===== src/rtl/id_ex_forward_stage_if.sv =====
// ID/EX stage bus: ID-side instruction fields, backend control, EX/MEM and MEM/WB
// destinations in; registered EX fields, forwarding selects and upstream stall out.
interface id_ex_forward_stage_if #(
  parameter int WIDTH = 32,
  parameter int RA_W  = 5
);
  logic             id_valid;
  logic [RA_W-1:0]  id_rs;
  logic [RA_W-1:0]  id_rt;
  logic [RA_W-1:0]  id_rd_dst;
  logic             id_reg_write;
  logic             id_mem_read;
  logic [WIDTH-1:0] id_rs_val;
  logic [WIDTH-1:0] id_rt_val;
  logic             stall_in;
  logic             flush;
  logic [RA_W-1:0]  exm_rd;
  logic             exm_reg_write;
  logic [RA_W-1:0]  mwb_rd;
  logic             mwb_reg_write;

  logic             ex_valid;
  logic [RA_W-1:0]  ex_rs;
  logic [RA_W-1:0]  ex_rt;
  logic [RA_W-1:0]  ex_rd_dst;
  logic             ex_reg_write;
  logic             ex_mem_read;
  logic [WIDTH-1:0] ex_rs_val;
  logic [WIDTH-1:0] ex_rt_val;
  logic [1:0]       fwd_a_sel;
  logic [1:0]       fwd_b_sel;
  logic             id_stall;

  modport master (
    output id_valid, id_rs, id_rt, id_rd_dst, id_reg_write, id_mem_read,
           id_rs_val, id_rt_val, stall_in, flush,
           exm_rd, exm_reg_write, mwb_rd, mwb_reg_write,
    input  ex_valid, ex_rs, ex_rt, ex_rd_dst, ex_reg_write, ex_mem_read,
           ex_rs_val, ex_rt_val, fwd_a_sel, fwd_b_sel, id_stall
  );

  modport slave (
    input  id_valid, id_rs, id_rt, id_rd_dst, id_reg_write, id_mem_read,
           id_rs_val, id_rt_val, stall_in, flush,
           exm_rd, exm_reg_write, mwb_rd, mwb_reg_write,
    output ex_valid, ex_rs, ex_rt, ex_rd_dst, ex_reg_write, ex_mem_read,
           ex_rs_val, ex_rt_val, fwd_a_sel, fwd_b_sel, id_stall
  );
endinterface


===== src/rtl/id_ex_forward_stage.sv =====
// ID/EX pipeline register with operand forwarding selects and load-use bubble insertion
// for the 5-stage MIPS core.
module id_ex_forward_stage #(
  parameter int WIDTH = 32,
  parameter int RA_W  = 5
) (
  input logic                   clk,
  input logic                   rst,
  id_ex_forward_stage_if.slave  bus
);

  logic             ex_valid_r;
  logic [RA_W-1:0]  ex_rs_r;
  logic [RA_W-1:0]  ex_rt_r;
  logic [RA_W-1:0]  ex_rd_dst_r;
  logic             ex_reg_write_r;
  logic             ex_mem_read_r;
  logic [WIDTH-1:0] ex_rs_val_r;
  logic [WIDTH-1:0] ex_rt_val_r;

  logic             lu_s;
  logic             id_stall_s;
  logic             bubble_s;
  logic [1:0]       fwd_a_sel_s;
  logic [1:0]       fwd_b_sel_s;

  // EX/MEM holds the youngest value so it is checked first; $0 never forwards.
  function automatic logic [1:0] fwd_sel_f(
    input logic            valid,
    input logic [RA_W-1:0] src,
    input logic            exm_we,
    input logic [RA_W-1:0] exm_rd,
    input logic            mwb_we,
    input logic [RA_W-1:0] mwb_rd
  );
    logic [1:0] sel;
    if (valid && exm_we && (exm_rd != {RA_W{1'b0}}) && (exm_rd == src)) begin
      sel = 2'b01;
    end else if (valid && mwb_we && (mwb_rd != {RA_W{1'b0}}) && (mwb_rd == src)) begin
      sel = 2'b10;
    end else begin
      sel = 2'b00;
    end
    return sel;
  endfunction

  // Load-use detection, upstream stall and forwarding selects.
  always_comb begin
    lu_s        = 1'b0;
    id_stall_s  = 1'b0;
    bubble_s    = 1'b0;
    fwd_a_sel_s = 2'b00;
    fwd_b_sel_s = 2'b00;

    lu_s = ex_valid_r && ex_mem_read_r && (ex_rd_dst_r != {RA_W{1'b0}}) && bus.id_valid &&
           ((bus.id_rs == ex_rd_dst_r) || (bus.id_rt == ex_rd_dst_r));
    // A flushed consumer is being killed upstream, so it need not be held.
    id_stall_s = bus.stall_in || (lu_s && !bus.flush);
    // A backend freeze outranks the load-use bubble; the hazard is re-seen afterwards.
    bubble_s   = bus.flush || (lu_s && !bus.stall_in);

    fwd_a_sel_s = fwd_sel_f(ex_valid_r, ex_rs_r, bus.exm_reg_write, bus.exm_rd,
                            bus.mwb_reg_write, bus.mwb_rd);
    fwd_b_sel_s = fwd_sel_f(ex_valid_r, ex_rt_r, bus.exm_reg_write, bus.exm_rd,
                            bus.mwb_reg_write, bus.mwb_rd);
  end

  // ID/EX register: reset or bubble clears, freeze holds, otherwise capture ID.
  always_ff @(posedge clk) begin
    if (rst || bubble_s) begin
      ex_valid_r     <= 1'b0;
      ex_rs_r        <= {RA_W{1'b0}};
      ex_rt_r        <= {RA_W{1'b0}};
      ex_rd_dst_r    <= {RA_W{1'b0}};
      ex_reg_write_r <= 1'b0;
      ex_mem_read_r  <= 1'b0;
      ex_rs_val_r    <= {WIDTH{1'b0}};
      ex_rt_val_r    <= {WIDTH{1'b0}};
    end else if (!bus.stall_in) begin
      ex_valid_r     <= bus.id_valid;
      ex_rs_r        <= bus.id_rs;
      ex_rt_r        <= bus.id_rt;
      ex_rd_dst_r    <= bus.id_rd_dst;
      ex_reg_write_r <= bus.id_reg_write && bus.id_valid;
      ex_mem_read_r  <= bus.id_mem_read && bus.id_valid;
      ex_rs_val_r    <= bus.id_rs_val;
      ex_rt_val_r    <= bus.id_rt_val;
    end
  end

  assign bus.ex_valid     = ex_valid_r;
  assign bus.ex_rs        = ex_rs_r;
  assign bus.ex_rt        = ex_rt_r;
  assign bus.ex_rd_dst    = ex_rd_dst_r;
  assign bus.ex_reg_write = ex_reg_write_r;
  assign bus.ex_mem_read  = ex_mem_read_r;
  assign bus.ex_rs_val    = ex_rs_val_r;
  assign bus.ex_rt_val    = ex_rt_val_r;
  assign bus.fwd_a_sel    = fwd_a_sel_s;
  assign bus.fwd_b_sel    = fwd_b_sel_s;
  assign bus.id_stall     = id_stall_s;

endmodule

===== src/flat_wrapper.sv =====
// flat-port wrapper written by rule: the top's interface ports become plain ports
module id_ex_forward_stage_flat 
#(
  parameter int WIDTH = 32,
  parameter int RA_W  = 5
)
  (clk, rst, bus_id_valid, bus_id_rs, bus_id_rt, bus_id_rd_dst, bus_id_reg_write, bus_id_mem_read, bus_id_rs_val, bus_id_rt_val, bus_stall_in, bus_flush, bus_exm_rd, bus_exm_reg_write, bus_mwb_rd, bus_mwb_reg_write, bus_ex_valid, bus_ex_rs, bus_ex_rt, bus_ex_rd_dst, bus_ex_reg_write, bus_ex_mem_read, bus_ex_rs_val, bus_ex_rt_val, bus_fwd_a_sel, bus_fwd_b_sel, bus_id_stall);
  id_ex_forward_stage_if #(.WIDTH(WIDTH), .RA_W(RA_W)) bus_i ();
  input logic clk;
  input logic rst;
  input wire logic [$bits(bus_i.id_valid)-1:0] bus_id_valid;
  input wire logic [$bits(bus_i.id_rs)-1:0] bus_id_rs;
  input wire logic [$bits(bus_i.id_rt)-1:0] bus_id_rt;
  input wire logic [$bits(bus_i.id_rd_dst)-1:0] bus_id_rd_dst;
  input wire logic [$bits(bus_i.id_reg_write)-1:0] bus_id_reg_write;
  input wire logic [$bits(bus_i.id_mem_read)-1:0] bus_id_mem_read;
  input wire logic [$bits(bus_i.id_rs_val)-1:0] bus_id_rs_val;
  input wire logic [$bits(bus_i.id_rt_val)-1:0] bus_id_rt_val;
  input wire logic [$bits(bus_i.stall_in)-1:0] bus_stall_in;
  input wire logic [$bits(bus_i.flush)-1:0] bus_flush;
  input wire logic [$bits(bus_i.exm_rd)-1:0] bus_exm_rd;
  input wire logic [$bits(bus_i.exm_reg_write)-1:0] bus_exm_reg_write;
  input wire logic [$bits(bus_i.mwb_rd)-1:0] bus_mwb_rd;
  input wire logic [$bits(bus_i.mwb_reg_write)-1:0] bus_mwb_reg_write;
  output wire logic [$bits(bus_i.ex_valid)-1:0] bus_ex_valid;
  output wire logic [$bits(bus_i.ex_rs)-1:0] bus_ex_rs;
  output wire logic [$bits(bus_i.ex_rt)-1:0] bus_ex_rt;
  output wire logic [$bits(bus_i.ex_rd_dst)-1:0] bus_ex_rd_dst;
  output wire logic [$bits(bus_i.ex_reg_write)-1:0] bus_ex_reg_write;
  output wire logic [$bits(bus_i.ex_mem_read)-1:0] bus_ex_mem_read;
  output wire logic [$bits(bus_i.ex_rs_val)-1:0] bus_ex_rs_val;
  output wire logic [$bits(bus_i.ex_rt_val)-1:0] bus_ex_rt_val;
  output wire logic [$bits(bus_i.fwd_a_sel)-1:0] bus_fwd_a_sel;
  output wire logic [$bits(bus_i.fwd_b_sel)-1:0] bus_fwd_b_sel;
  output wire logic [$bits(bus_i.id_stall)-1:0] bus_id_stall;
  assign bus_i.id_valid = bus_id_valid;
  assign bus_i.id_rs = bus_id_rs;
  assign bus_i.id_rt = bus_id_rt;
  assign bus_i.id_rd_dst = bus_id_rd_dst;
  assign bus_i.id_reg_write = bus_id_reg_write;
  assign bus_i.id_mem_read = bus_id_mem_read;
  assign bus_i.id_rs_val = bus_id_rs_val;
  assign bus_i.id_rt_val = bus_id_rt_val;
  assign bus_i.stall_in = bus_stall_in;
  assign bus_i.flush = bus_flush;
  assign bus_i.exm_rd = bus_exm_rd;
  assign bus_i.exm_reg_write = bus_exm_reg_write;
  assign bus_i.mwb_rd = bus_mwb_rd;
  assign bus_i.mwb_reg_write = bus_mwb_reg_write;
  assign bus_ex_valid = bus_i.ex_valid;
  assign bus_ex_rs = bus_i.ex_rs;
  assign bus_ex_rt = bus_i.ex_rt;
  assign bus_ex_rd_dst = bus_i.ex_rd_dst;
  assign bus_ex_reg_write = bus_i.ex_reg_write;
  assign bus_ex_mem_read = bus_i.ex_mem_read;
  assign bus_ex_rs_val = bus_i.ex_rs_val;
  assign bus_ex_rt_val = bus_i.ex_rt_val;
  assign bus_fwd_a_sel = bus_i.fwd_a_sel;
  assign bus_fwd_b_sel = bus_i.fwd_b_sel;
  assign bus_id_stall = bus_i.id_stall;
  id_ex_forward_stage #(.WIDTH(WIDTH), .RA_W(RA_W)) u_core (.clk(clk), .rst(rst), .bus(bus_i));
endmodule

===== config.mk =====
export PLATFORM = sky130hd
export DESIGN_NAME = id_ex_forward_stage_flat
export DESIGN_NICKNAME = d
export VERILOG_FILES = /design/src/rtl/id_ex_forward_stage_if.sv /design/src/rtl/id_ex_forward_stage.sv /design/src/flat_wrapper.sv
export SDC_FILE = /design/constraint.sdc
export NUM_CORES = 1
export LEC_CHECK = 0
export ABC_CLOCK_PERIOD_IN_PS = 6310
export CORE_MARGIN = 4
export CORE_UTILIZATION = 44
export DETAILED_ROUTE_END_ITERATION = 10
export GPL_TIMING_DRIVEN = 0
export HOLD_SLACK_MARGIN = 0.03
export PLACE_DENSITY_LB_ADDON = 0.2
export SETUP_SLACK_MARGIN = 0.5
export SYNTH_ARGS = -nofsm -noshare
export SYNTH_HDL_FRONTEND = slang
export SYNTH_SLANG_ARGS = --single-unit

===== constraint.sdc =====
create_clock -name clk -period 6.31 [get_ports clk]
set_input_delay 1.5775 -clock clk [delete_from_list [all_inputs] [get_ports clk]]
set_output_delay 1.5775 -clock clk [all_outputs]
set_load 0.01 [all_outputs]

**Word level (Yosys, flattened, before mapping)**

Cells that the tools add are included.

- Register bits after elaboration: 82

- Equal/unequal tests: 6
- Reductions and logical operators: 25
- Mux-type cells: 4

Operators with widths:

| kind | number |
|---|---|
| 5-bit == test | 6 |
| 1-bit logical AND | 16 |
| 5-bit nonzero test | 3 |
| 2-bit 2-to-1 mux | 4 |
| 1-bit logical OR | 4 |
| 1-bit logical NOT | 2 |

**Logic depth before layout (Yosys ltp)**

Gate-level depths: netlist of the first run.

- Depth in word-level cells: 7
- Mapped depth: 6
- Depth with buffers taken out: 4

**Least setup slack after synthesis of the first run**

Ideal clock, no wire load.

- Path type: input -> output
- Start: input bus_exm_rd[0]
- End: output bus_fwd_a_sel[1]
- Data arrival time: 2.875 ns
- Path slack: 1.857 ns
- Stages: 4
- Required time: 4.733 ns
- Buffers on the path: 0
- Path through: or4_1 -> o211ai_1 -> nor4_1 -> nor4_1

- Cells in the longest elaborated chain, start to end: 4
- Elaborated cells on any way between the ends: 5
- Those cells by class: eq/ne: 1; mux: 1; reduce/logical: 3

Ends and longest elaborated chain:

| element | RTL line | source |
|---|---|---|
| from (decl) | flat_wrapper.sv:21 | `input wire logic [$bits(bus_i.exm_rd)-1:0] bus_exm_rd;` |
| 5-bit nonzero test | id_ex_forward_stage.sv:37 | `if (valid && exm_we && (exm_rd != {RA_W{1'b0}}) && (exm_rd == src)) begin` |
| 1-bit logical AND | id_ex_forward_stage.sv:37 |  |
| 1-bit logical AND (*) | id_ex_forward_stage.sv:37 |  |
| 2-bit 2-to-1 mux (*) | id_ex_forward_stage.sv:37 |  |
| to (decl) | flat_wrapper.sv:33 | `output wire logic [$bits(bus_i.fwd_a_sel)-1:0] bus_fwd_a_sel;` |

Mark *: on every way between the ends. The rest lies on a longest branch, timed or not.

**Worst setup path after layout of the first run**

- Start: input bus_id_rt[4]
- End: output bus_id_stall

- Cells in the longest elaborated chain, start to end: 5

Ends and longest elaborated chain:

| element | RTL line | source |
|---|---|---|
| from (decl) | flat_wrapper.sv:13 | `input wire logic [$bits(bus_i.id_rt)-1:0] bus_id_rt;` |
| 5-bit == test | id_ex_forward_stage.sv:56 | `((bus.id_rs == ex_rd_dst_r) \|\| (bus.id_rt == ex_rd_dst_r));` |
| 1-bit logical OR | id_ex_forward_stage.sv:56 |  |
| 1-bit logical AND | id_ex_forward_stage.sv:55 | `lu_s = ex_valid_r && ex_mem_read_r && (ex_rd_dst_r != {RA_W{1'b0}}) && bus.id_valid &&` |
| 1-bit logical AND | id_ex_forward_stage.sv:58 | `id_stall_s = bus.stall_in \|\| (lu_s && !bus.flush);` |
| 1-bit logical OR | id_ex_forward_stage.sv:58 |  |
| to (decl) | flat_wrapper.sv:35 | `output wire logic [$bits(bus_i.id_stall)-1:0] bus_id_stall;` |

Every way passes these cells.

==> summary.txt, run 1 <==
Timing
  • PnR worst setup slack: roughly 0.73 ns
  • Setup repair after global routing missed its margin: false
  • Pins over their slew limit: 0
  • Crit path time final: ~5.6 ns
  • Max Clock Freq: approximately 0.18 GHz
  • Final-layout setup total negative slack: 0 ns
  • Slew @ Worst Pin: about 0.52 ns
  • Worst clock skew: about 0.013 ns
  • Slew headroom: 65.24%
  • Worst hold-check slack: 0.4712 ns
  • Post-route fraction of the period consumed by the critical path: between 80% and 90%
  • Count of final setup violators: 0
  • Endpoints failing hold: 0

GRT
  • Total grt overflow: 0
  • Via count of the first global-routing pass: roughly 4200
  • Global-route wire length before repair: 20220 µm
  • Total GRT Usage: 24.74%
  • Largest net degree at the start of global routing: 14
  • Number of antenna violations at the first check in global routing: 0

Clock tree
  • Num CTS Buffers: 9
  • H-tree depth reported by CTS: 3
  • Sink count of the clock tree: 82
  • Worst-case clock buffer depth: 2
  • Clk slew on worst S/H paths: around 0.08 ns
  • Later-pin clock latency in the skew report: 0.35 ns
  • CTS tree: built
  • Root cell of the clock tree: clkbuf_8

Pwr
  • Leakage: about 0.002 µW
  • Worst IR Drop VDD: 0.1200 mV
  • Power per cell area: a little over 200 mW/mm²

Yosys
  • Synth top cells by count: dfxtp_1, nand2_1, a32oi_1
  • Share of Yosys cell area claimed by the top area cell type: 44.09%
  • Top_reg_cell synth: dfxtp_1
  • Biggest area consumer among synthesized cells: dfxtp_1
  • Synth Instances: about 430
  • Share of synthesized registers carrying an async set or reset: 0%
  • Number of enable-type register cells in the synthesized netlist: 0
  • Synthesized flop and latch total: 82
  • Total nets after synthesis: approximately 530
  • Main area contributors after synthesis: dfxtp_1, a32oi_1, o21ai_0
  • Number of warnings reported in the yosys synthesis log: 0
  • Post-Synthesis Cell Area: approximately 0.0037 mm²
  • Distinct cell type count after synthesis: 24
  • Syn Area/Cell: between 8 and 9 µm²
  • Sequential-to-total area share from yosys stat: around 44%

Status
  • Status: completed

Place
  • Pre-CTS setup slack: 0.5690 ns
  • Placer congestion estimate: 0.9263
  • Total placed cells including tap cells: around 700
  • Count of buffers inserted at the top-level ports: 184
  • Detail Placement HPWL: approximately 9300 µm

Detailed routing
  • Mean number of vias per cell: 5.758
  • Drt first pass iters: 5
  • Final ANT Viol Nets: 0
  • DRC viols: 0
  • Via Count: around 4200
  • Routed wire length: ~13000 µm
  • Routed wirelength normalized by instance count: ~17 µm
  • DRC violation total after the first TritonRoute iteration: 200

Worst hold path
  • Worst min-delay path category: flip-flop to flip-flop

Worst setup path
  • Largest fanout on the critical path: 10
  • Type of the setup path with the least slack: input port to output port
  • Required arrival time at the worst endpoint: ~4.7 ns
  • CP startpoint kind: input port
  • CP Capture Type: output port
  • Critical Path AT: approximately 4.0 ns

Cells and area
  • Ant diodes: 0
  • Final net count: 721
  • Non-filler cells in the finished layout: ~730
  • Layout cells sized above 1: around 3.8%
  • End-of-flow core utilization: a little under three quarters
  • Relative area change from synthesis to final layout: 58.60%

Flow run
  • Max-cap violations: 0

Floorplanning
  • Boundary pin count: approximately 190
  • Die Ht: ~100 µm
  • Initial cell density of the core: 45.32%
  • Die footprint: 0.009998 mm²
  • Core area: between 0.008 and 0.009 mm²
  • Std-Cell Rows: 33
  • Die X: ~100 µm
==> stage by stage <==
step | total power (µW) | area (µm²)
2_1_floorplan | 670.2 | 3724
3_3_place_gp | 828.4 | 5697
3_5_place_dp | 833.2 | 5697
4_1_cts | 1233 | 5904
5_1_grt | 1279 | 5906
6_report | 1227 | 5906
==> path summary, 6_finish.rpt <==
kind,cells past startpoint,slack [ns],start,to
max,8,0.73,bus_id_rt[4],bus_id_stall
min,2,0.47,u_core.bus.ex_rs_val[0]$_SDFFE_PP0N_,u_core.bus.ex_rs_val[0]$_SDFFE_PP0N_
max reg2reg,6,4.36,u_core.bus.ex_rd_dst[4]$_SDFFE_PP0N_,u_core.bus.ex_rd_dst[4]$_SDFFE_PP0N_
min reg2reg,2,0.47,u_core.bus.ex_rs_val[0]$_SDFFE_PP0N_,u_core.bus.ex_rs_val[0]$_SDFFE_PP0N_
==> placed cells by master, fill, tap and decap left out, types with 4 or more instances in the layout <==
master | netlist | routed
a32oi_1 | 80 | 80
buf_6 | 7 | 7
clkbuf_1 | 35 | 35
clkbuf_8 | 0 | 9
clkdlybuf4s50_1 | 0 | 184
dfxtp_1 | 82 | 82
nand2_1 | 82 | 82
nand3_1 | 6 | 6
nor4_1 | 4 | 4
o21ai_0 | 63 | 63
o21ai_1 | 19 | 19
or4_1 | 5 | 5
xnor2_1 | 16 | 16
xor2_1 | 14 | 14
==> layer usage <==
metal  part of all wire, %  vias to the layer above  track usage, %
li1                      -                     2011               -
met1                    42                     1992           31.59
met2                    47                      187           40.28
met3                   8.5                       25           6.671
met4                   2.6                        0           8.912
met5                     0                        -               0
==> worst max-delay path, stage by stage <==
cell,delay [ns]
clkdlybuf4s50_1,0.47
xnor2_1,0.23
nand3_1,0.10
o22ai_1,0.26
clkbuf_2,0.31
clkbuf_1,0.33
a21o_1,0.18
clkdlybuf4s50_1,0.53
==> final cells by class <==
| cell class | instances | area, µm² |
|---|---|---|
| fill | 661 | 2311 |
| multi-input combinational | 301 | 1856 |
| timing repair buffer | 184 | 1842 |
| sequential | 82 | 1642 |
| buffer | 45 | 227.7 |
| tap | 105 | 131.4 |
| clock buffer | 10 | 127.6 |
| clock inverter | 5 | 80.08 |
==> report_power, final <==
part	switching [µW]	internal, µW
clock network	183	220
logic	104	143
registers	25.6	551
==> flip-flops by register name (all words and copies together) (netlist names) <==
signal / flops
u_core.bus.ex_rt: 5
u_core.bus.ex_rs: 5
u_core.bus.ex_reg_write: 1
u_core.bus.ex_rt_val: 32
u_core.bus.ex_rs_val: 32
u_core.bus.ex_mem_read: 1
u_core.bus.ex_valid: 1
u_core.bus.ex_rd_dst: 5
==> what timing repair did <==
item	4_1_cts	5_1_grt
resized for setup	0	2
buffers inserted	0	0
hold endpoints to repair	0	0
hold buffers	0	0
endpoints found under the setup margin	0	1
==> cells by family (layout without fill, tap and decap cells) <==
logic type / Yosys count / count (layout) / synth area share, %
and+or+nand+nor: 102 / 102 / 11.53
DFF: 82 / 82 / 44.09
buffers and inverters: 45 / 244 / 6.082
xor gates and xnor gates: 30 / 30 / 7.056
AOI/OAI and AO/OA: 169 / 169 / 31.25
(Power assumes the default switching activity.)
==> inputs of run 2 (changes only) <==
--- a/config.mk
+++ b/config.mk
@@ -6,8 +6,10 @@
 export NUM_CORES = 1
 export LEC_CHECK = 0
 export ABC_CLOCK_PERIOD_IN_PS = 6310
+export CAP_MARGIN = 40
 export CORE_MARGIN = 4
 export CORE_UTILIZATION = 44
+export CTS_CLUSTER_SIZE = 20
 export DETAILED_ROUTE_END_ITERATION = 10
 export GPL_TIMING_DRIVEN = 0
 export HOLD_SLACK_MARGIN = 0.03
==> results of run 2 <==
The final DEF is identical to that of run 1; final timing and power are the same.
==> inputs of run 3 (changes only) <==
--- a/config.mk
+++ b/config.mk
@@ -13,8 +13,9 @@
 export DETAILED_ROUTE_END_ITERATION = 10
 export GPL_TIMING_DRIVEN = 0
 export HOLD_SLACK_MARGIN = 0.03
-export PLACE_DENSITY_LB_ADDON = 0.2
+export PLACE_DENSITY = 0.86
 export SETUP_SLACK_MARGIN = 0.5
 export SYNTH_ARGS = -nofsm -noshare
 export SYNTH_HDL_FRONTEND = slang
 export SYNTH_SLANG_ARGS = --single-unit
+export TNS_END_PERCENT = 10
==> run 3 against run 2 <==
- via count is 2.5% higher
- critical endpoint unchanged
- utilization is 0.35 points lower
- die area stayed put
- largest power group unchanged
- sequential power hardly changed
==> summary.txt, run 3 (synthesis gave the netlist of run 1 again) <==
Flow run
  • Max-cap violations: 0

Timing
  • Slew @ Worst Pin: about 0.58 ns
  • Max Clock Freq: 0.1779 GHz
  • PnR worst setup slack: slightly below 0.7 ns
  • Worst clock skew: 0.009156 ns
  • Post-route fraction of the period consumed by the critical path: ~90%
  • Endpoints failing hold: 0
  • Slew headroom: between 60% and 70%
  • Crit path time final: ~5.6 ns
  • Setup repair after global routing missed its margin: false
  • Pins over their slew limit: 0
  • Count of final setup violators: 0
  • Final-layout setup total negative slack: 0 ns

Cells and area
  • Cell area after layout: approximately 0.0059 mm²
  • Final-layout fill cell count: between 600 and 700
  • Relative area change from synthesis to final layout: 57.83%
  • Commonest non-fill, non-tap cell in the layout: clkdlybuf4s50_1
  • Layout cells sized above 1: 3.987%
  • Non-filler cells in the finished layout: 732
  • Most frequent cells in the layout: clkdlybuf4s50_1, nand2_1, dfxtp_1
  • Ant diodes: 0
  • Final net count: 721

Detailed routing
  • DRC violation total after the first TritonRoute iteration: roughly 190
  • DRC viols: 0
  • Routed wire length: roughly 13000 µm
  • Via Count: 4322
  • Final ANT Viol Nets: 0
  • Mean number of vias per cell: 5.904
  • Drt first pass iters: 5
  • Routed wirelength normalized by instance count: 18.31 µm

Pwr
  • Overall power: about 1200 µW
  • Power per cell area: 200.4 mW/mm²
  • Worst IR Drop VDD: about 0.12 mV
  • Leakage: between 0.0015 and 0.002 µW

Worst hold path
  • Worst min-delay path endpoint: u_core.bus.ex_rs_val[12]$_SDFFE_PP0N_
  • Hold path cells: 2
  • Worst min-delay path category: flip-flop to flip-flop
  • Startpoint of the worst hold path: u_core.bus.ex_rs_val[12]$_SDFFE_PP0N_

Clock tree
  • Later-pin clock latency in the skew report: ~0.35 ns
  • Worst-case clock buffer depth: 2
  • Root cell of the clock tree: clkbuf_8
  • CTS tree: built
  • Hold Buf Count CTS: 0
  • Num CTS Buffers: 9
  • Clk slew on worst S/H paths: around 0.080 ns
  • H-tree depth reported by CTS: 3
  • Setup repair bufs after CTS: 0
  • Post-cts gate resize count: 0
  • Sink count of the clock tree: 82

Floorplanning
  • Die Ht: about 100 µm
  • Initial cell density of the core: between 40% and 50%
  • Std-Cell Rows: 33
  • Boundary pin count: ~190
  • Core area: 0.008217 mm²
  • Die X: roughly 100 µm
  • Die footprint: 0.009998 mm²

GRT
  • Number of antenna violations at the first check in global routing: 0
  • Global-route wire length before repair: ~21000 µm
  • Total GRT Usage: between 20 and 30%
  • Total grt overflow: 0
  • Largest net degree at the start of global routing: 14
  • Via count of the first global-routing pass: around 4300

Worst setup path
  • Largest fanout on the critical path: 10
  • CP startpoint kind: input port
  • CP Capture Type: output port
  • Required arrival time at the worst endpoint: about 4.7 ns
  • Critical Path AT: between 4 and 5 ns
  • Depth of the worst register-to-register path: 6
  • FF-to-FF Start: u_core.bus.ex_rd_dst[4]$_SDFFE_PP0N_
  • Type of the setup path with the least slack: input port to output port
  • Setup slack on the worst flop-to-flop path: ~4.3 ns
  • Reg2Reg Capture Point: u_core.bus.ex_rt_val[29]$_SDFFE_PP0N_

Place
  • Placer congestion estimate: 0.8725
  • Count of buffers inserted at the top-level ports: roughly 180
  • Pre-CTS setup slack: between 0.5 and 0.6 ns
  • Placed Instance Area: between 0.005 and 0.006 mm²
  • Total placed cells including tap cells: about 720
  • Detail Placement HPWL: ~10000 µm

Status
  • Status: completed
==> run 3: changes by cell type in the layout (fill, tap and decap cells not counted), sizes merged <==
cell      previous run  this run
bufinv               2         0
clkinvlp             2         3
clkbuf              45        46
==> run 3: routing by layer <==
metal / global-route usage (%) / part of all wire, % / vias up
met5: 0 / 0 / -
met2: 42.89 / 49 / 201
li1: - / - / 2017
met1: 32.16 / 40 / 2065
met4: 12.33 / 3.4 / 0
met3: 4.656 / 6.9 / 39
==> run 3: final cells by class <==
type / instances / area (µm²) / area share [%]
Timing Repair Buffer: 184 / 1842 / 31.34
Multi-Input combinational cell: 301 / 1856 / 31.57
Clock inverter: 4 / 27.53 / 0.4684
Sequential cell: 82 / 1642 / 27.93
Buffer: 45 / 227.7 / 3.875
Clock buffer: 11 / 151.4 / 2.576
Tap cell: 105 / 131.4 / 2.235
==> run 3: how the worst max path moves through the flow <==
stage             startpoint  slack, ns          endpoint  depth (start not counted)
2_1_floorplan  bus_exm_rd[0]       1.86  bus_fwd_a_sel[1]                          4
4_1_cts         bus_id_rs[4]       0.54      bus_id_stall                          8
3_5_place_dp    bus_id_rs[4]       0.55      bus_id_stall                          8
6_report        bus_id_rs[4]       0.69      bus_id_stall                          8
5_1_grt         bus_id_rs[4]       0.54      bus_id_stall                          8
3_3_place_gp    bus_id_rs[4]       0.53      bus_id_stall                          8
==> run 3: stage by stage <==
stage	util (%)	hold WS, ns
global route	71.52	0.4999
detailed placement	69.33	0.4569
finish	71.52	0.4790
CTS	71.51	0.4802
floorplan	-	0.5044
global placement	69.33	0.4479
==> run 3: power breakdown <==
part           internal [µW]  switching, µW  total [µW]
clock network            162            190         351
registers                550           26.4         577
logic                    143            107         250
==> run 3: worst max-delay path, cell delays in order <==
cell,delay [ns]
clkdlybuf4s50_1,0.47
xnor2_1,0.24
nand3_1,0.10
o22ai_1,0.29
clkbuf_2,0.29
clkbuf_1,0.35
a21o_1,0.17
clkdlybuf4s50_1,0.54
